<file path="src/rtl/lenet_fp16_pkg.sv">
// Shared FP16 definitions for the LeNet inference blocks: field widths,
// special encodings, the argmax FSM state type and a NaN predicate.
package lenet_fp16_pkg;

  localparam int FP16_W      = 16;
  localparam int FP16_EXP_W  = 5;
  localparam int FP16_MANT_W = 10;

  localparam logic [FP16_W-1:0]     FP16_POS_ZERO = 16'h0000;
  localparam logic [FP16_W-1:0]     FP16_NEG_ZERO = 16'h8000;
  localparam logic [FP16_EXP_W-1:0] FP16_EXP_MAX  = 5'h1F;

  typedef enum logic [1:0] {
    ST_IDLE = 2'd0,
    ST_SCAN = 2'd1,
    ST_DONE = 2'd2
  } argmax_state_t;

  function automatic logic fp16_is_nan(input logic [FP16_W-1:0] x);
    return (x[FP16_W-2 -: FP16_EXP_W] == FP16_EXP_MAX) &&
           (x[FP16_MANT_W-1:0] != '0);
  endfunction

endpackage

</file>
<file path="src/rtl/fc_argmax_float16_greater.sv">
// Combinational FP16 "strictly greater" compare with NaN handling; a NaN
// never wins, any ordered value beats a NaN, and the two zeros compare equal.
module Float16Greater
  import lenet_fp16_pkg::*;
(
  input  logic [FP16_W-1:0] a,
  input  logic [FP16_W-1:0] b,
  output logic              a_gt_b,
  output logic              a_is_nan
);

  logic              w_b_is_nan;
  logic [FP16_W-1:0] w_key_a;
  logic [FP16_W-1:0] w_key_b;

  // Maps sign-magnitude FP16 onto an unsigned key with the same ordering.
  function automatic logic [FP16_W-1:0] order_key(input logic [FP16_W-1:0] x);
    logic [FP16_W-1:0] v;
    v = (x == FP16_NEG_ZERO) ? FP16_POS_ZERO : x;
    return v[FP16_W-1] ? {1'b0, ~v[FP16_W-2:0]} : {1'b1, v[FP16_W-2:0]};
  endfunction

  assign a_is_nan   = fp16_is_nan(a);
  assign w_b_is_nan = fp16_is_nan(b);
  assign w_key_a    = order_key(a);
  assign w_key_b    = order_key(b);
  assign a_gt_b     = !a_is_nan && (w_b_is_nan || (w_key_a > w_key_b));

endmodule

</file>
<file path="src/rtl/fc_argmax.sv">
// Sequential argmax over the FC output logits: snapshots the vector on start,
// compares one channel per clock, and reports the winning class and value.
module fc_argmax
  import lenet_fp16_pkg::*;
#(
  parameter int DATA_WIDTH     = 16,
  parameter int output_channel = 10,
  parameter int IDX_W          = (output_channel > 1) ? $clog2(output_channel) : 1
) (
  input  logic                                 clk,
  input  logic                                 reset,
  input  logic [output_channel*DATA_WIDTH-1:0] logits,
  input  logic                                 start,
  output logic                                 busy,
  output logic                                 done,
  output logic [IDX_W-1:0]                     class_idx,
  output logic [DATA_WIDTH-1:0]                max_value,
  output logic                                 all_nan
);

  localparam logic [IDX_W-1:0] LAST_IDX = IDX_W'(output_channel - 1);

  argmax_state_t         r_state;
  argmax_state_t         w_next_state;
  logic [DATA_WIDTH-1:0] r_snap [output_channel];
  logic [IDX_W-1:0]      r_cnt;
  logic [DATA_WIDTH-1:0] r_best;
  logic [IDX_W-1:0]      r_best_idx;
  logic                  r_all_nan;
  logic [IDX_W-1:0]      r_class_idx;
  logic [DATA_WIDTH-1:0] r_max_value;
  logic                  r_out_nan;

  logic [DATA_WIDTH-1:0] w_cand;
  logic                  w_cand_wins;
  logic                  w_cand_nan;
  logic [DATA_WIDTH-1:0] w_upd_best;
  logic [IDX_W-1:0]      w_upd_idx;
  logic                  w_upd_nan;

  assign w_cand = r_snap[r_cnt];

  Float16Greater u_cmp (
    .a        (w_cand),
    .b        (r_best),
    .a_gt_b   (w_cand_wins),
    .a_is_nan (w_cand_nan)
  );

  // best stays NaN only while every channel seen so far is NaN
  assign w_upd_best = w_cand_wins ? w_cand : r_best;
  assign w_upd_idx  = w_cand_wins ? r_cnt  : r_best_idx;
  assign w_upd_nan  = r_all_nan & w_cand_nan;

  // NOTE: sequential state uses non-blocking assignments so every register
  // samples the pre-edge values regardless of statement order.
  always_ff @(posedge clk or posedge reset) begin
    if (reset) r_state <= ST_IDLE;
    else       r_state <= w_next_state;
  end

  // NOTE: every output of this block is given a default first so no path
  // leaves a signal unassigned and infers a latch.
  always_comb begin
    w_next_state = r_state;
    busy         = 1'b0;
    done         = 1'b0;
    case (r_state)
      ST_IDLE: if (start) w_next_state = (output_channel == 1) ? ST_DONE : ST_SCAN;
      ST_SCAN: begin
        busy = 1'b1;
        if (r_cnt == LAST_IDX) w_next_state = ST_DONE;
      end
      ST_DONE: begin
        done         = 1'b1;
        w_next_state = ST_IDLE;
      end
      default: w_next_state = ST_IDLE;
    endcase
  end

  // NOTE: the snapshot is a handful of flops, not a RAM, so it is cleared on
  // reset like the rest of the state.
  always_ff @(posedge clk or posedge reset) begin
    if (reset) begin
      for (int i = 0; i < output_channel; i++) r_snap[i] <= '0;
      r_cnt       <= '0;
      r_best      <= '0;
      r_best_idx  <= '0;
      r_all_nan   <= 1'b0;
      r_class_idx <= '0;
      r_max_value <= '0;
      r_out_nan   <= 1'b0;
    end else begin
      case (r_state)
        ST_IDLE: if (start) begin
          for (int i = 0; i < output_channel; i++)
            r_snap[i] <= logits[i*DATA_WIDTH +: DATA_WIDTH];
          r_cnt      <= IDX_W'(1);
          r_best     <= logits[DATA_WIDTH-1:0];
          r_best_idx <= '0;
          r_all_nan  <= fp16_is_nan(logits[DATA_WIDTH-1:0]);
          if (output_channel == 1) begin
            r_class_idx <= '0;
            r_max_value <= logits[DATA_WIDTH-1:0];
            r_out_nan   <= fp16_is_nan(logits[DATA_WIDTH-1:0]);
          end
        end
        ST_SCAN: begin
          r_best     <= w_upd_best;
          r_best_idx <= w_upd_idx;
          r_all_nan  <= w_upd_nan;
          r_cnt      <= r_cnt + 1'b1;
          // Results are published on the edge that enters DONE.
          if (r_cnt == LAST_IDX) begin
            r_class_idx <= w_upd_idx;
            r_max_value <= w_upd_best;
            r_out_nan   <= w_upd_nan;
          end
        end
        default: ;
      endcase
    end
  end

  assign class_idx = r_class_idx;
  assign max_value = r_max_value;
  assign all_nan   = r_out_nan;

endmodule

</file>
<file path="config.mk">
export PLATFORM = sky130hd
export DESIGN_NAME = fc_argmax
export DESIGN_NICKNAME = d
export VERILOG_FILES = /design/src/rtl/lenet_fp16_pkg.sv /design/src/rtl/fc_argmax_float16_greater.sv /design/src/rtl/fc_argmax.sv
export SDC_FILE = /design/constraint.sdc
export NUM_CORES = 1
export LEC_CHECK = 0
export ABC_AREA = 1
export BUFFER_PORTS_ARGS = -buffer_cell sky130_fd_sc_hd__buf_2
export CAP_MARGIN = 15
export CORE_MARGIN = 1.5
export CORE_UTILIZATION = 55
export DETAILED_ROUTE_END_ITERATION = 10
export HOLD_SLACK_MARGIN = 0.1
export PLACE_DENSITY_LB_ADDON = 0.12
export SYNTH_ARGS = -nofsm -noshare
export SYNTH_HDL_FRONTEND = slang
export SYNTH_HIERARCHICAL = 1
export SYNTH_SLANG_ARGS = --single-unit
export TNS_END_PERCENT = 10
</file>
<file path="constraint.sdc">
create_clock -name clk -period 14.6 [get_ports clk]
set_input_delay 1.46 -clock clk [delete_from_list [all_inputs] [get_ports clk]]
set_output_delay 1.46 -clock clk [all_outputs]
set_load 0.05 [all_outputs]
</file>
==> impl_metrics.yaml, run 1 <==
status:
  result_of_the_run: "completed"
sta:
  slew_viol_final: 0
  finalHoldViolations: 0
  largest_clock_skew_in_the_final_design_ps: 18.1
  max_clock_freq_mhz: 170
  layout_min_cycle_time_ps: 5870
  setup_tns_final_ps: 0
  timing.final.ws_setup_ps: 8730
  maxSlewHeadroom_pct: 30.0
  report.final.setup_viol: 0
  holdWs_ps: 472
  rsz_0062_raised_after_global_routing: "no"
  share_of_the_cycle_needed_by_the_critical_path_after_routing_pct: 40.2
  max_slew.worst_pin.slew_ps: 1050
worst_hold_path:
  hold_path_startpoint: "r_snap[31]"
  hold_path.class: "reg2reg"
grt:
  grt_pass1_vias: 9165
  antenna_found_initial: 0
  track_usage_pct: 31.2
  wire_length_of_the_first_global_routing_pass_um: 49100
  overflow_after_grt: 0
  largest_net_degree_at_the_start_of_global_routing: 247
critical_path:
  critical_path.n_buffers_inverters: 7
  reg2reg_from: "r_cnt[0]"
  setup.worst_path.class: "reg2reg"
  critical_path_capture_point_type: "register"
  cp-endpoint: "r_best[11]"
  cpMaxStageDelayCell: "dfrtp_4"
  most_frequent_cell_on_the_critical_path: "nand2_1"
  critical_path.max_stage_delay_ps: 670
  cp_top_family: "buffers and inverters"
  cp_data_required_time_ps: 15050
  cp_num_cells: 29
  worst-r2r-setup-slack_ps: 8730
  critical_path_origin: "r_cnt[0]"
  max_fo_critical_path: 74
  critical_path.startpoint_type: "register"
  critical_path.reg2reg.endpoint: "r_best[11]"
  length_in_cells_of_the_worst_reg_to_reg_path: 29
  critPathArrivalTime_ps: 6320
die:
  die_x_um: 143
  row_count: 51
  floorplan.initialDensity_pct: 56.0
  die_height_um: 143
  num_io_pins: 186
  placeableCoreArea_sq_um: 19400
  floorplan.die_area_sq_um: 20600
pwr:
  p_per_area_nw_per_um2: 291
  post-layout-total-power_mw: 3.63
  cellLeakagePower_nw: 6.50
  irDropWorstVdd_mv: 0.168
synthesis:
  synth_sequential_area_ratio_pct: 47.9
  most_frequent_cell_after_synthesis: "nand2_1"
  number_of_instances_in_the_synthesized_netlist: 1439
  synth.top_cell.area_share_pct: 47.9
  ys_warn_count: 6
  synth_area_leaders: "dfrtp_1, nand2_1, o21ai_0, nand3_1, inv_1"
  syn_avg_cell_area_sq_um: 7.54
  commonest_cells_in_the_netlist: "nand2_1, dfrtp_1, o21ai_0, inv_1, nand3_1"
  syn_nets: 1619
  netlist_area_sq_um: 10900
  ys_dominant_reg_cell: "dfrtp_1"
  synth_seq_cells: 208
  share_of_async_settable_or_async_resettable_flops_after_synthesis_pct: 100
  synth-edff-count: 0
  post_synth_num_cell_types: 36
  post-synth-top-area-cell: "dfrtp_1"
layout:
  fillCellCount: 1773
  diodes_inserted: 0
  final_layout_size_suffix_gt1_share_pct: 16.1
  syn2layout_area_growth_pct: 14.7
  utilization_pct: 64.2
  final_cell_count_no_fill: 1859
  num-nets-final: 1757
  area_of_all_placed_cells_without_fillers_sq_um: 12500
place:
  place_worst_setup_slack_ps: 8860
  placedCellCount: 1817
  gpl.final_weighted_congestion: 0.891
  detailed_place_hpwl_um: 22300
  dpl_cell_area_sq_um: 11700
  port_buffers: 185
clocking:
  cts_tree: "built"
  worst_skew_pair.late_latency_ps: 520
  tritoncts.num_buffers: 23
  clock_tree.htree_level_count: 1
  clock_sink_count: 208
  cts_post_setup_buffers_inserted: 0
  cts_hold_repair.buffers: 0
  path_clk_slew_ps: 60
  ctsLongestPathBuffers: 3
  post_cts_repair_resize_count: 0
  cts_root_buf: "clkbuf_16"
routing:
  drt-initial-drc-count: 847
  num_vias: 9754
  drcViolationCount: 0
  route.final.wire_length_um: 31200
  avgViaCountPerCell: 5.25
  wl_per_cell_um: 16.8
  antenna_left: 0
  detailedRoute.firstPassIterationCount: 5
flow_run:
  max-cap-violations: 0
==> layer usage <==
layer | global-route usage (%) | part of all wire (%)
met4 | 10.2 | 3.2
met5 | 0 | 0
met1 | 45.3 | 46
met3 | 5.40 | 7.6
met2 | 47.7 | 44
==> sequential cells by signal, indices dropped and copies added, names as in the netlist <==
name	cells
max_value	16
r_snap	160
all_nan	1
r_cnt	4
r_best_idx	4
r_best	16
r_state	2
class_idx	4
r_all_nan	1
==> worst register-to-register path, delay by kind of cell (launching register included) <==
family / cells / cell delay (ps)
adder cells (fa/ha/maj): 1 / 300
AO/OA/AOI/OAI: 4 / 670
AND/OR/NAND/NOR: 17 / 2020
buffers and inverters: 7 / 2160
flip-flops: 1 / 670
==> placed cells by master, fill, tap and decap left out, types with 5 or more instances in the layout <==
master	Yosys	routed
o21ai_0	179	179
xor2_1	15	15
dfrtp_1	208	207
clkbuf_16	0	23
nor2_1	37	37
o21ai_1	5	5
ha_1	17	17
inv_1	172	171
o22ai_1	5	5
xnor2_1	8	8
inv_2	11	11
nand3_1	149	149
clkbuf_8	0	8
nand4_1	5	5
a21oi_1	12	12
buf_4	7	5
nand2_1	508	508
buf_2	36	185
clkbuf_1	22	8
==> worst min-delay path by stage <==
stage                      end  slack, ps  cells after the start
global route        r_snap[31]        490                      2
finish              r_snap[31]        470                      2
CTS                 r_snap[31]        470                      2
floorplan           r_snap[10]        440                      2
detailed placement  r_snap[15]        460                      2
global placement    r_snap[13]        460                      2
==> cell type report <==
type                    instances  area (sq um)  share of cell area, %
clock buffers                  39           716                   5.75
clock inverters                 3          21.3                  0.171
inverters                     186           708                   5.69
multi-input cells             967          4490                   36.0
flip-flops and latches        208          5210                   41.8
well taps                     265           332                   2.66
repair buffers                191           983                   7.89
==> cell families after synthesis <==
logic type	synth area share, %
flip-flops	47.9
AND/OR/NAND/NOR	27.5
adder cells (fa/ha/maj)	1.96
AO/OA/AOI/OAI	10.1
XOR/XNOR	1.86
buffers and inverters	10.7
==> where the power goes <==
part	internal, mW	switching (mW)
sequential	0.863	0.145
combinational	0.627	1.42
clock	0.332	0.237
total	1.82	1.81
(Power assumes the default switching activity.)
==> run 2: changes to the inputs <==
clock period = 5.93 ns   (was 14.6 ns; I/O delays follow)
==> impl_metrics.yaml, run 2 (synthesis results as in run 1) <==
routing:
  wl_per_cell_um: 17.0
  avgViaCountPerCell: 5.30
  num_vias: 9872
  detailedRoute.firstPassIterationCount: 5
  drt-initial-drc-count: 1023
  route.final.wire_length_um: 31800
  antenna_left: 0
  drcViolationCount: 0
grt:
  track_usage_pct: 31.5
  wire_length_of_the_first_global_routing_pass_um: 49600
  overflow_after_grt: 0
  antenna_found_initial: 0
  grt_pass1_vias: 9274
  largest_net_degree_at_the_start_of_global_routing: 171
place:
  port_buffers: 185
  gpl.final_weighted_congestion: 0.906
  place_worst_setup_slack_ps: 950
  placedCellCount: 1823
  detailed_place_hpwl_um: 22800
layout:
  final_cell_mix: "nand2_1, dfrtp_1, buf_2, o21ai_0, inv_1"
  combined_area_of_the_multi_input_logic_cells_sq_um: 4490
  final_cell_count_no_fill: 1863
  final_layout_size_suffix_gt1_share_pct: 16.6
  seq_area_sq_um: 5210
  num-nets-final: 1762
  largest_reg_flops: 160
  diodes_inserted: 0
  syn2layout_area_growth_pct: 15.3
  fillCellCount: 1766
  registers.top_by_ff_count: "r_snap"
  layout.cells.most_common: "nand2_1"
die:
  placeableCoreArea_sq_um: 19400
  die_x_um: 143
  num_io_pins: 186
  floorplan.die_area_sq_um: 20600
  row_count: 51
  die_height_um: 143
  floorplan.initialDensity_pct: 56.0
sta:
  slew_viol_final: 0
  largest_clock_skew_in_the_final_design_ps: 11.4
  maxSlewHeadroom_pct: 28.7
  share_of_the_cycle_needed_by_the_critical_path_after_routing_pct: 86.7
  max_slew.worst_pin.slew_ps: 1070
  report.final.setup_viol: 0
  rsz_0062_raised_after_global_routing: "no"
  setup_tns_final_ps: 0
  max_clock_freq_mhz: 194
  finalHoldViolations: 0
  timing.final.ws_setup_ps: 786
  layout_min_cycle_time_ps: 5140
clocking:
  cts_hold_repair.buffers: 0
  post_cts_repair_resize_count: 0
  cts_tree: "built"
  cts_post_setup_buffers_inserted: 0
  clock_tree.htree_level_count: 1
  clock_sink_count: 208
  ctsLongestPathBuffers: 3
  worst_skew_pair.late_latency_ps: 510
  tritoncts.num_buffers: 22
  path_clk_slew_ps: 60
  cts_root_buf: "clkbuf_16"
pwr:
  p_per_area_nw_per_um2: 722
  post-layout-total-power_mw: 9.04
  irDropWorstVdd_mv: 0.372
  cellLeakagePower_nw: 6.55
flow_run:
  max-cap-violations: 0
critical_path:
  worst-r2r-setup-slack_ps: 790
  setup.worst_path.class: "reg2reg"
  critPathArrivalTime_ps: 5530
  reg2reg_from: "r_cnt[0]"
  critical_path_capture_point_type: "register"
  cp_data_required_time_ps: 6320
  max_fo_critical_path: 22
  critical_path.startpoint_type: "register"
  critical_path.reg2reg.endpoint: "r_best[1]"
  length_in_cells_of_the_worst_reg_to_reg_path: 27
status:
  result_of_the_run: "completed"
worst_hold_path:
  hold_path.class: "in2async"
==> run 2: cell count changes in the layout (fill, tap and decap cells not counted), sizes merged <==
| cell | delta |
|---|---|
| buf | +6 |
| clkbuf | -6 |
| inv | -2 |
| clkinv | +4 |
| bufinv | +2 |
==> run 2: cell type report <==
cell class | instances | share of cell area, %
inverters | 186 | 5.63
multi-input cells | 967 | 35.8
repair buffers | 197 | 8.22
well taps | 265 | 2.65
clock buffers | 33 | 5.38
flip-flops and latches | 208 | 41.6
clock inverters | 7 | 0.680
==> run 2: per-stage QoR <==
stage	instance area [sq um]	hold WS, ps	util, %
after detailed placement	11800	458	60.6
after floorplan	10900	442	-
final	12500	263	64.5
after CTS	12500	275	64.5
after global routing	12500	293	64.5
after global placement	11800	454	60.6
==> run 2: how the worst max path moves through the flow <==
| stage | startpoint | end |
|---|---|---|
| 2_1_floorplan | r_cnt[0] | r_best_idx[0] |
| 3_3_place_gp | r_cnt[0] | max_value[9] |
| 3_5_place_dp | r_cnt[0] | max_value[9] |
| 4_1_cts | r_cnt[0] | r_best[1] |
| 5_1_grt | r_cnt[0] | max_value[1] |
| 6_report | r_cnt[0] | r_best[1] |
==> run 2: critical path, cell delays in order, from the launching register on <==
cell	delay, ps
dfrtp_4	570
inv_2	320
buf_4	320
nand2_1	80
nand3_1	120
nand3_1	120
nand3_1	190
nand2_1	140
nor2_2	160
nand2_1	70
nor2_1	80
nand2_1	70
nand2_2	280
inv_2	150
nor2_1	110
a21oi_1	50
ha_1	290
inv_1	40
o31a_1	270
o21ai_0	190
nand3_2	90
nand2_1	70
nand2_1	60
a21oi_2	390
buf_4	310
nand3_1	260
nand3_1	150
nand2_1	60
==> run 2: metal layers <==
layer / vias up / wire (um) / GRT usage (%)
met5: - / 0 / 0
met4: 0 / 877 / 9.24
met3: 62 / 2420 / 5.33
met1: 4578 / 14500 / 46.2
li1: 4788 / - / -
met2: 444 / 14000 / 48.1
==> run 2: report_power, final <==
group | internal [mW] | switching (mW)
Sequential | 2.12 | 0.335
Combinational | 1.57 | 3.58
Clock | 0.870 | 0.559
